===== src/rtl/param_register_file.sv =====
// DATA_W x DEPTH register file with two read ports and one write port, an optional
// hardwired-zero entry 0, write-to-read bypass, 0/1-cycle read latency and a clear sweep.
module param_register_file #(
    parameter int DATA_W       = 32,
    parameter int DEPTH        = 32,
    parameter int ADDR_W       = 5,
    parameter int ZERO_REG0    = 1,
    parameter int BYPASS       = 1,
    parameter int READ_LATENCY = 0
) (
    input  logic              clk,
    input  logic              rst,
    input  logic              clear_req,
    output logic              busy,
    input  logic              regwrite,
    input  logic [ADDR_W-1:0] write_reg,
    input  logic [DATA_W-1:0] write_data,
    input  logic [ADDR_W-1:0] read_reg_1,
    input  logic [ADDR_W-1:0] read_reg_2,
    output logic [DATA_W-1:0] read_data_1,
    output logic [DATA_W-1:0] read_data_2
);

    typedef enum logic {
        CLEAR,
        IDLE
    } state_t;

    localparam logic [ADDR_W:0]   DEPTH_X  = (ADDR_W + 1)'(DEPTH);
    localparam logic [ADDR_W-1:0] LAST_PTR = ADDR_W'(DEPTH - 1);

    state_t            state;
    logic [ADDR_W-1:0] ptr;
    logic              busy_r;
    logic              wr_ok;
    logic [DATA_W-1:0] rv_1;
    logic [DATA_W-1:0] rv_2;
    logic [DATA_W-1:0] mem [DEPTH];

    // An address names a real, writable/readable entry (not past the end, not the zero entry).
    function automatic logic addr_ok(input logic [ADDR_W-1:0] a);
        return ({1'b0, a} < DEPTH_X) && !((ZERO_REG0 != 0) && (a == '0));
    endfunction

    function automatic logic [DATA_W-1:0] read_rule(
        input logic [ADDR_W-1:0] a,
        input logic [DATA_W-1:0] stored,
        input logic              blocked,
        input logic              fwd_en,
        input logic [ADDR_W-1:0] fwd_addr,
        input logic [DATA_W-1:0] fwd_data
    );
        if (blocked || !addr_ok(a)) begin
            return '0;
        end
        if ((BYPASS != 0) && fwd_en && (fwd_addr == a)) begin
            return fwd_data;
        end
        return stored;
    endfunction

    assign busy  = busy_r;
    assign wr_ok = !busy_r && regwrite && addr_ok(write_reg);

    // Sweep control: reset or a clear request restarts the pointer at entry 0.
    always_ff @(posedge clk or posedge rst) begin
        if (rst) begin
            state  <= CLEAR;
            ptr    <= '0;
            busy_r <= 1'b1;
        end else begin
            case (state)
                CLEAR: begin
                    if (ptr == LAST_PTR) begin
                        state  <= IDLE;
                        busy_r <= 1'b0;
                        ptr    <= '0;
                    end else begin
                        ptr <= ptr + ADDR_W'(1);
                    end
                end
                IDLE: begin
                    if (clear_req) begin
                        state  <= CLEAR;
                        busy_r <= 1'b1;
                        ptr    <= '0;
                    end
                end
                default: begin
                    state  <= CLEAR;
                    busy_r <= 1'b1;
                    ptr    <= '0;
                end
            endcase
        end
    end

    // Storage has no reset; the sweep is what zeroes it.
    always_ff @(posedge clk) begin
        if (state == CLEAR) begin
            mem[ptr] <= '0;
        end else if (wr_ok) begin
            mem[write_reg] <= write_data;
        end
    end

    // Stage p0: read value selection.
    always_comb begin
        rv_1 = read_rule(read_reg_1, mem[read_reg_1], busy_r, wr_ok, write_reg, write_data);
        rv_2 = read_rule(read_reg_2, mem[read_reg_2], busy_r, wr_ok, write_reg, write_data);
    end

    generate
        if (READ_LATENCY == 0) begin : g_comb_read
            assign read_data_1 = rv_1;
            assign read_data_2 = rv_2;
        end else begin : g_reg_read
            logic [DATA_W-1:0] rd_1_p1;
            logic [DATA_W-1:0] rd_2_p1;

            // Stage p1: registered read data.
            always_ff @(posedge clk or posedge rst) begin
                if (rst) begin
                    rd_1_p1 <= '0;
                    rd_2_p1 <= '0;
                end else begin
                    rd_1_p1 <= rv_1;
                    rd_2_p1 <= rv_2;
                end
            end

            assign read_data_1 = rd_1_p1;
            assign read_data_2 = rd_2_p1;
        end
    endgenerate

endmodule


===== config.mk =====
export PLATFORM = sky130hd
export DESIGN_NAME = param_register_file
export DESIGN_NICKNAME = d
export VERILOG_FILES = /design/src/rtl/param_register_file.sv
export SDC_FILE = /design/constraint.sdc
export NUM_CORES = 1
export LEC_CHECK = 0
export CAP_MARGIN = 40
export CORE_ASPECT_RATIO = 0.6
export CORE_MARGIN = 5
export CORE_UTILIZATION = 62
export DETAILED_ROUTE_END_ITERATION = 6
export GPL_TIMING_DRIVEN = 0
export PLACE_DENSITY = 0.79
export SETUP_SLACK_MARGIN = 0.05
export SKIP_LAST_GASP = 1
export SYNTH_ARGS = -nofsm -noshare
export SYNTH_HDL_FRONTEND = slang
export SYNTH_SLANG_ARGS = --single-unit

===== constraint.sdc =====
create_clock -name clk -period 4.3 [get_ports clk]
set_input_delay 0.86 -clock clk [delete_from_list [all_inputs] [get_ports clk]]
set_output_delay 0.86 -clock clk [all_outputs]
set_load 0.02 [all_outputs]

==> qor.txt, run 1 <==
outcome -> finished with violations
failing checks -> negative setup slack
root buffer cell -> clkbuf_16
total gr overflow -> 0
clk buf depth -> 3
Slew Viols, Final -> 0
Top Ports -> 116
Post-DP HPWL -> 117300 µm
clk slew on worst S/H paths -> 0.06 ns
initial antenna violation count -> 9
gr usage total -> 38.72%
FF-to-FF setup slack -> 0.79 ns
routed len/inst -> 40.41 µm
worst r2r dst -> mem[29][16]
Hold Fails Final Rpt -> 0
Netlist cell types -> 43
CTS Buf Count -> 92
# H-tree levels -> 3
top cells by count, synth -> edfxtp_1 (1024), mux4_2 (384), mux2i_1 (323)
wire length on met2 -> 67060 µm
DIE HEIGHT -> 227.7 µm
Setup CP Type -> input port to primary output
crit path max fanout -> 10
met1 WL -> 59690 µm
die area -> 84920 µm²
CTS tree -> built
#FFs+latches synth -> 1031
Max rail drop VDD -> 0.3752 mV
DR WL met3 -> 32710 µm
first-pass GRT wire length -> 234900 µm
pin count of the biggest net entering global routing -> 33
DRT Wirelength -> 167300 µm
P&R area growth vs syn -> 17.78%
# rows -> 79
drt pass-1 iters -> 6
top cells by area, synth -> edfxtp_1 (63%), mux4_2 (18%), mux2i_1 (6.6%), a221oi_1 (2.3%), a21oi_1 (1.3%)
Core Region -> 77890 µm²
Seq/Total Area, Yosys -> 63.13%
Simple-Gate Fraction of Synth Area -> 1.931%
adder-cell share of the synthesized area -> 0.05108%
PortBufs -> 104
area leader, netlist -> edfxtp_1
skew final -> 0.01685 ns
CP arrival -> 3.47 ns
multiplexer area fraction after synthesis -> 24.30%
Hold Path Class -> input port to async pin
CP Capture Type -> primary output
final period utilization -> 100.6%
Cell Area, Synth -> 48990 µm²
main combinational cell family by area after synthesis -> multiplexers
final antenna-violating net count -> 0
Ys Warns -> 0
number of global-route vias before repair -> 33.00k
Cell Pwr Density -> 462.0 nW/µm²
min cycle time layout -> 4.327 ns
routability congestion estimate -> 1.011
worst setup path end -> read_data_1[13]
Synth Area in Compound Gates -> 8.277%
nets -> 3059
Data required, critical path -> 3.44 ns
fraction of registers with async set/reset -> 0.6790%
Slew @ Worst Pin -> 0.9523 ns
worst-skew pair later-pin latency -> 0.70 ns
syn avg cell area -> 18.18 µm²
worst hold slack -> 0.4087 ns
Worst setup startpoint -> regwrite
Starting Density -> 62.90%
DRC Markers -> 0
Post-Synth XOR/XNOR Area -> 0.1788%
Slew HR -> 36.37%
clock sink count -> 1031
top layer in use -> met5
Syn Nets -> 2748
reg2reg start -> busy
DRT iter0 DRCs -> 6797
Post-synth EDFFs -> 1024
MaxCap Viol Count -> 0
main flop type after synthesis -> edfxtp_1
fmax -> 231.1 MHz
Reg2Reg Depth -> 8
layout cell share with drive strength beyond 1 -> 33.51%
most frequent cell after synthesis -> edfxtp_1
leak pwr -> 19.74 nW
total number of vias -> 33.35k
Layout Utilization -> 74.08%
Synth Instances -> 2695
Vias/cell -> 8.058
unrepaired setup endpoints after global routing -> true
startpoint types -> input port
Setup Viol. Count Final -> 1
top-area cell type share of the netlist area -> 62.77%
die width -> 372.9 µm
worst setup margin -> -0.02718 ns
what timing repair did:
| item | CTS | global route |
|---|---|---|
| pin swaps | 22 | 12 |
| buffers inserted | 4 | 1 |
| endpoints found under the setup margin | 64 | 64 |
| resized for setup | 489 | 101 |
| hold buffers | 0 | 0 |
critical path, cell delays in order:
cell	delay, ns
clkdlybuf4s50_1	0.62
o21ai_4	0.17
o311ai_2	0.45
buf_2	0.30
clkbuf_8	0.28
a21oi_2	0.07
a221o_2	0.42
clkdlybuf4s15_2	0.29
stage by stage:
| stage | instance area [µm²] | TNS [ns] | cells | setup WS [ns] | power, mW |
|---|---|---|---|---|---|
| 2_1_floorplan | 48990 | 0 | 2695 | 0.1118 | 15.39 |
| 3_3_place_gp | 51350 | -2315.09 | 3852 | -2.482 | 17.31 |
| 3_5_place_dp | 53400 | -131.74 | 3954 | -1.428 | 17.96 |
| 4_1_cts | 57470 | 0 | 4126 | 0.001643 | 26.29 |
| 5_1_grt | 57680 | 0 | 4133 | 0.003685 | 27.15 |
| 6_report | 57700 | -0.02718 | 4139 | -0.02718 | 26.66 |
cells in the final DEF, fill, tap and decap left out, drive strengths merged, types with 41 or more instances in the layout:
cell	netlist	layout
buf	116	240
mux2i	323	323
edfxtp	1024	1024
a221o	64	64
mux4	384	384
a211oi	64	64
o21bai	64	64
nor2b	67	67
a22oi	64	64
nor2	41	41
a21oi	131	131
clkbuf	112	247
a221oi	128	128
flip-flops by register name, summed over array words and instances, names as in the netlist:
name,count
ptr,5
mem,1024
busy,1
state,1
how the worst min path moves through the flow:
stage                     startpoint     end  cells past startpoint  slack, ns
after global routing             rst  ptr[1]                      2       0.42
after CTS                        rst  ptr[1]                      2       0.39
after detailed placement      ptr[3]  ptr[3]                      1       0.61
after global placement        ptr[3]  ptr[3]                      1       0.59
final                            rst  ptr[2]                      2       0.41
after floorplan               ptr[3]  ptr[3]                      1       0.52
layer usage:
layer	up-vias	GRT usage (%)
met5	-	0.8324
met4	18	13.47
met3	555	18.54
met2	3668	51.64
met1	16860	56.17
li1	12253	-
cell type report:
cell class,count,area [µm²]
flip-flops and latches,1031,30930
fillers,4501,20190
multi-input cells,1429,18070
repair buffers,217,2784
clock buffers,118,2506
plain buffers,228,1589
well taps,1053,1318
clock inverters,50,465.4
inverters,7,26.28
diodes,6,15.01
cells by family (layout without fill, tap and decap cells):
family / count (synthesis) / count (layout)
flip-flops: 1031 / 1031
AND/OR/NAND/NOR: 174 / 174
XOR/XNOR: 10 / 10
AO/OA/AOI/OAI: 534 / 534
buffers and inverters: 235 / 620
multiplexers: 709 / 709
adder cells (fa/ha/maj): 2 / 2
other: 0 / 6
power by group:
part / total, mW / switching (mW) / leakage [nW] / internal, mW
clock: 8.42 / 3.77 / 1.45 / 4.65
sequential: 12.5 / 0.441 / 9.82 / 12.1
combinational: 5.71 / 3.60 / 8.47 / 2.11
No activity file was read; power rests on OpenSTA's default activity.
==> inputs of run 2 (changes only) <==
Settings changed: CAP_MARGIN 40 to default, GPL_ROUTABILITY_DRIVEN from default to 0.
==> run 2 against run 1 <==
Effect of this change: register-to-register slack worse by 0.16 ns; global-route usage shrank 0.39 points; via count increased by 0.18%; fmax decreased by 2.0%; cell area decreased by 1.4%; critical path depth down 2; sequential share of layout area increased by 0.78 points; non-clock buffer count shrank 65; setup slack got worse by 0.087 ns; clock power decreased by 1%; die area did not move; the flow finishes with violations (design-rule violations, negative setup slack); routed wire length is 0.17% lower.
==> qor.txt, run 2 (synthesis gave the netlist of run 1 again) <==
initial antenna violation count -> 5 (-4)
DRT iter0 DRCs -> 7091 (+4.3%)
MaxCap Viol Count -> 0 (unchanged)
# rows -> 79 (unchanged)
Crit path buffers/inverters -> 4 (unchanged)
leak pwr -> 19.29 nW (-2.3%)
CP arrival -> 3.55 ns (+0.08 ns)
sequential share of power -> 47.4% (+0.4 points)
Post-DP HPWL -> 113000 µm (-3.7%)
Largest Register -> mem
DIE HEIGHT -> 227.7 µm (unchanged)
Crit path max-delay family -> buffers and inverters
DR WL met3 -> 33770 µm (+3.2%)
leading cell type in the layout, fill and taps excluded -> edfxtp_1
Slew @ Worst Pin -> 1.348 ns (+0.3954 ns)
wire length on met2 -> 66720 µm (-0.52%)
Setup CP Type -> input port to primary output
Data required, critical path -> 3.44 ns (about the same)
P_sw -> 7.967 mW (+2.0%)
PortBufs -> 104 (unchanged)
outcome -> finished with violations
worst hold slack -> 0.3824 ns (-0.02630 ns)
Pint -> 18.53 mW (-1.7%)
Slew Viols, Final -> 0 (unchanged)
skew final -> 0.03433 ns (+0.01748 ns)
Top Ports -> 116 (unchanged)
total number of vias -> 33.42k (+0.18%)
clock sink count -> 1031 (unchanged)
Crit path largest cell delay -> 0.60 ns (-0.02 ns)
CP Capture Type -> primary output
placed cell area -> 52460 µm² (-1.8%)
root buffer cell -> clkbuf_16
final period utilization -> 102.6% (+2.0 points)
combinational power share -> 21.2% (-0.2 points)
Vias/cell -> 8.202 (+1.8%)
first-pass GRT wire length -> 232600 µm (-0.97%)
fmax -> 226.6 MHz (-2.0%)
fin area -> 56870 µm² (-1.4%)
Hold Path Class -> input port to async pin
clk slew on worst S/H paths -> 0.07 ns (about the same)
min cycle time layout -> 4.414 ns (+0.08660 ns)
top layer in use -> met5
CP max-delay cell -> clkbuf_2
Cell Pwr Density -> 465.9 nW/µm² (+0.84%)
nets -> 2993 (-2.2%)
Critical Path, Cell by Cell -> clkbuf_2 > clkbuf_2 > clkbuf_1 > a21oi_1 > a221o_2 > clkdlybuf4s15_2
Max rail drop VDD -> 0.3787 mV (+0.95%)
layout cell share with drive strength beyond 1 -> 33.96% (+0.46 points)
worst-skew pair later-pin latency -> 0.71 ns (about the same)
Slew HR -> 10.16% (-26 points)
total gr overflow -> 0 (unchanged)
Setup WS pre-CTS -> -1.483 ns (-0.05549 ns)
Setup Viol. Count Final -> 14 (+13)
cts hold-fix bufs -> 0 (unchanged)
worst setup margin -> -0.1138 ns (-0.08660 ns)
P&R area growth vs syn -> 16.09%
DRT Wirelength -> 167000 µm (-0.17%)
pin count of the biggest net entering global routing -> 33 (unchanged)
most frequent cells in the layout -> edfxtp_1 (1024), mux4_2 (384), mux2i_1 (322)
Hold Fails Final Rpt -> 0 (unchanged)
number of global-route vias before repair -> 32.73k (-0.83%)
routed len/inst -> 40.99 µm (+1.4%)
crit path max fanout -> 10 (unchanged)
Clk pwr share -> 31.4% (-0.2 points)
Sw Share -> 30.07% (+0.76 points)
# H-tree levels -> 3 (unchanged)
Regs by FF count -> mem x1024, ptr x5
die width -> 372.9 µm (unchanged)
final antenna-violating net count -> 0 (unchanged)
most used cell, CP -> clkbuf_2
gr usage total -> 38.33% (-0.39 points)
met1 WL -> 58340 µm (-2.3%)
clk buf depth -> 3 (unchanged)
CTS tree -> built
unrepaired setup endpoints after global routing -> true
CTS Buf Count -> 91 (-1.1%)
number of gates on the worst path with buffers counted -> 6 (-2)
startpoint types -> input port
drt pass-1 iters -> 7 (+1)
Starting Density -> 62.90% (unchanged)
DRC Markers -> 13 (+13)
number of flip-flops in the largest register -> 1024 (unchanged)
Layout Utilization -> 73.02% (-1.1 points)
Reg2Reg Depth -> 6 (-2)
die area -> 84920 µm² (unchanged)
failing checks -> design-rule violations, negative setup slack
Core Region -> 77890 µm² (unchanged)
[run 2: changes by cell type in the layout (fill, tap and decap cells not counted), sizes merged, moves of 2 or more]
cell,previous run,this run
clkbuf,247,222
buf,240,197
clkdlybuf4s15,16,18
dlygate4sd2,24,10
inv,7,12
clkinvlp,4,14
[run 2: path summary, 6_finish.rpt]
kind                                from         endpoint  slack, ns
setup / recovery           read_reg_1[4]  read_data_1[27]      -0.11
hold / removal                       rst           ptr[4]       0.38
setup reg to reg                    busy      mem[22][22]       0.63
hold reg to reg                   ptr[1]           ptr[1]       0.67
max in group asynchronous            rst             busy       3.64
min in group clk                  ptr[1]           ptr[1]       0.67
[run 2: layout make-up]
cell class                 count  area [µm²]
antenna                        6       15.01
inverter                       7       26.28
timing repair buffer         153        1831
tap                         1053        1318
clock inverter                65       576.8
fill                        4505       21020
multi-input combinational   1429       18180
clock buffer                 103        2344
sequential                  1031       30930
buffer                       227        1653
[run 2: worst reg2reg max path: cells and delay by family, from the launching register on]
| family | cells | cell delay [ns] |
|---|---|---|
| AOI/OAI and AO/OA | 1 | 0.25 |
| buffers and inverters | 4 | 1.40 |
| DFF | 1 | 0.48 |
| and+or+nand+nor | 1 | 1.15 |
[run 2: power by group through the flow]
stage	Clock (mW)	Combinational [mW]	Sequential (mW)
4_1_cts	8.22	5.30	12.5
5_1_grt	8.66	5.63	12.6
3_3_place_gp	0	4.55	12.7
6_report	8.33	5.62	12.5
2_1_floorplan	0	2.80	12.6
3_5_place_dp	0	5.10	12.7
[run 2: what timing repair did]
item                                    in CTS  in global routing
gates resized for setup                    563                159
endpoints found under the setup margin      64                 64
setup buffers                               11                  1
pin swaps                                   20                 12
[run 2: metrics by stage]
stage | TNS (ns) | total power, mW | std cells
finish | -0.4494 | 26.49 | 4074
global route | 0 | 26.89 | 4068
CTS | -0.05259 | 26.03 | 4068
detailed placement | -130.63 | 17.80 | 3889
global placement | -2195.95 | 17.25 | 3852
floorplan | 0 | 15.39 | 2695
[run 2: layer usage]
layer,up-vias,track usage [%]
met1,16769,55.07
met3,656,19.47
met5,-,0
met4,10,13.71
li1,12134,-
met2,3846,50.78
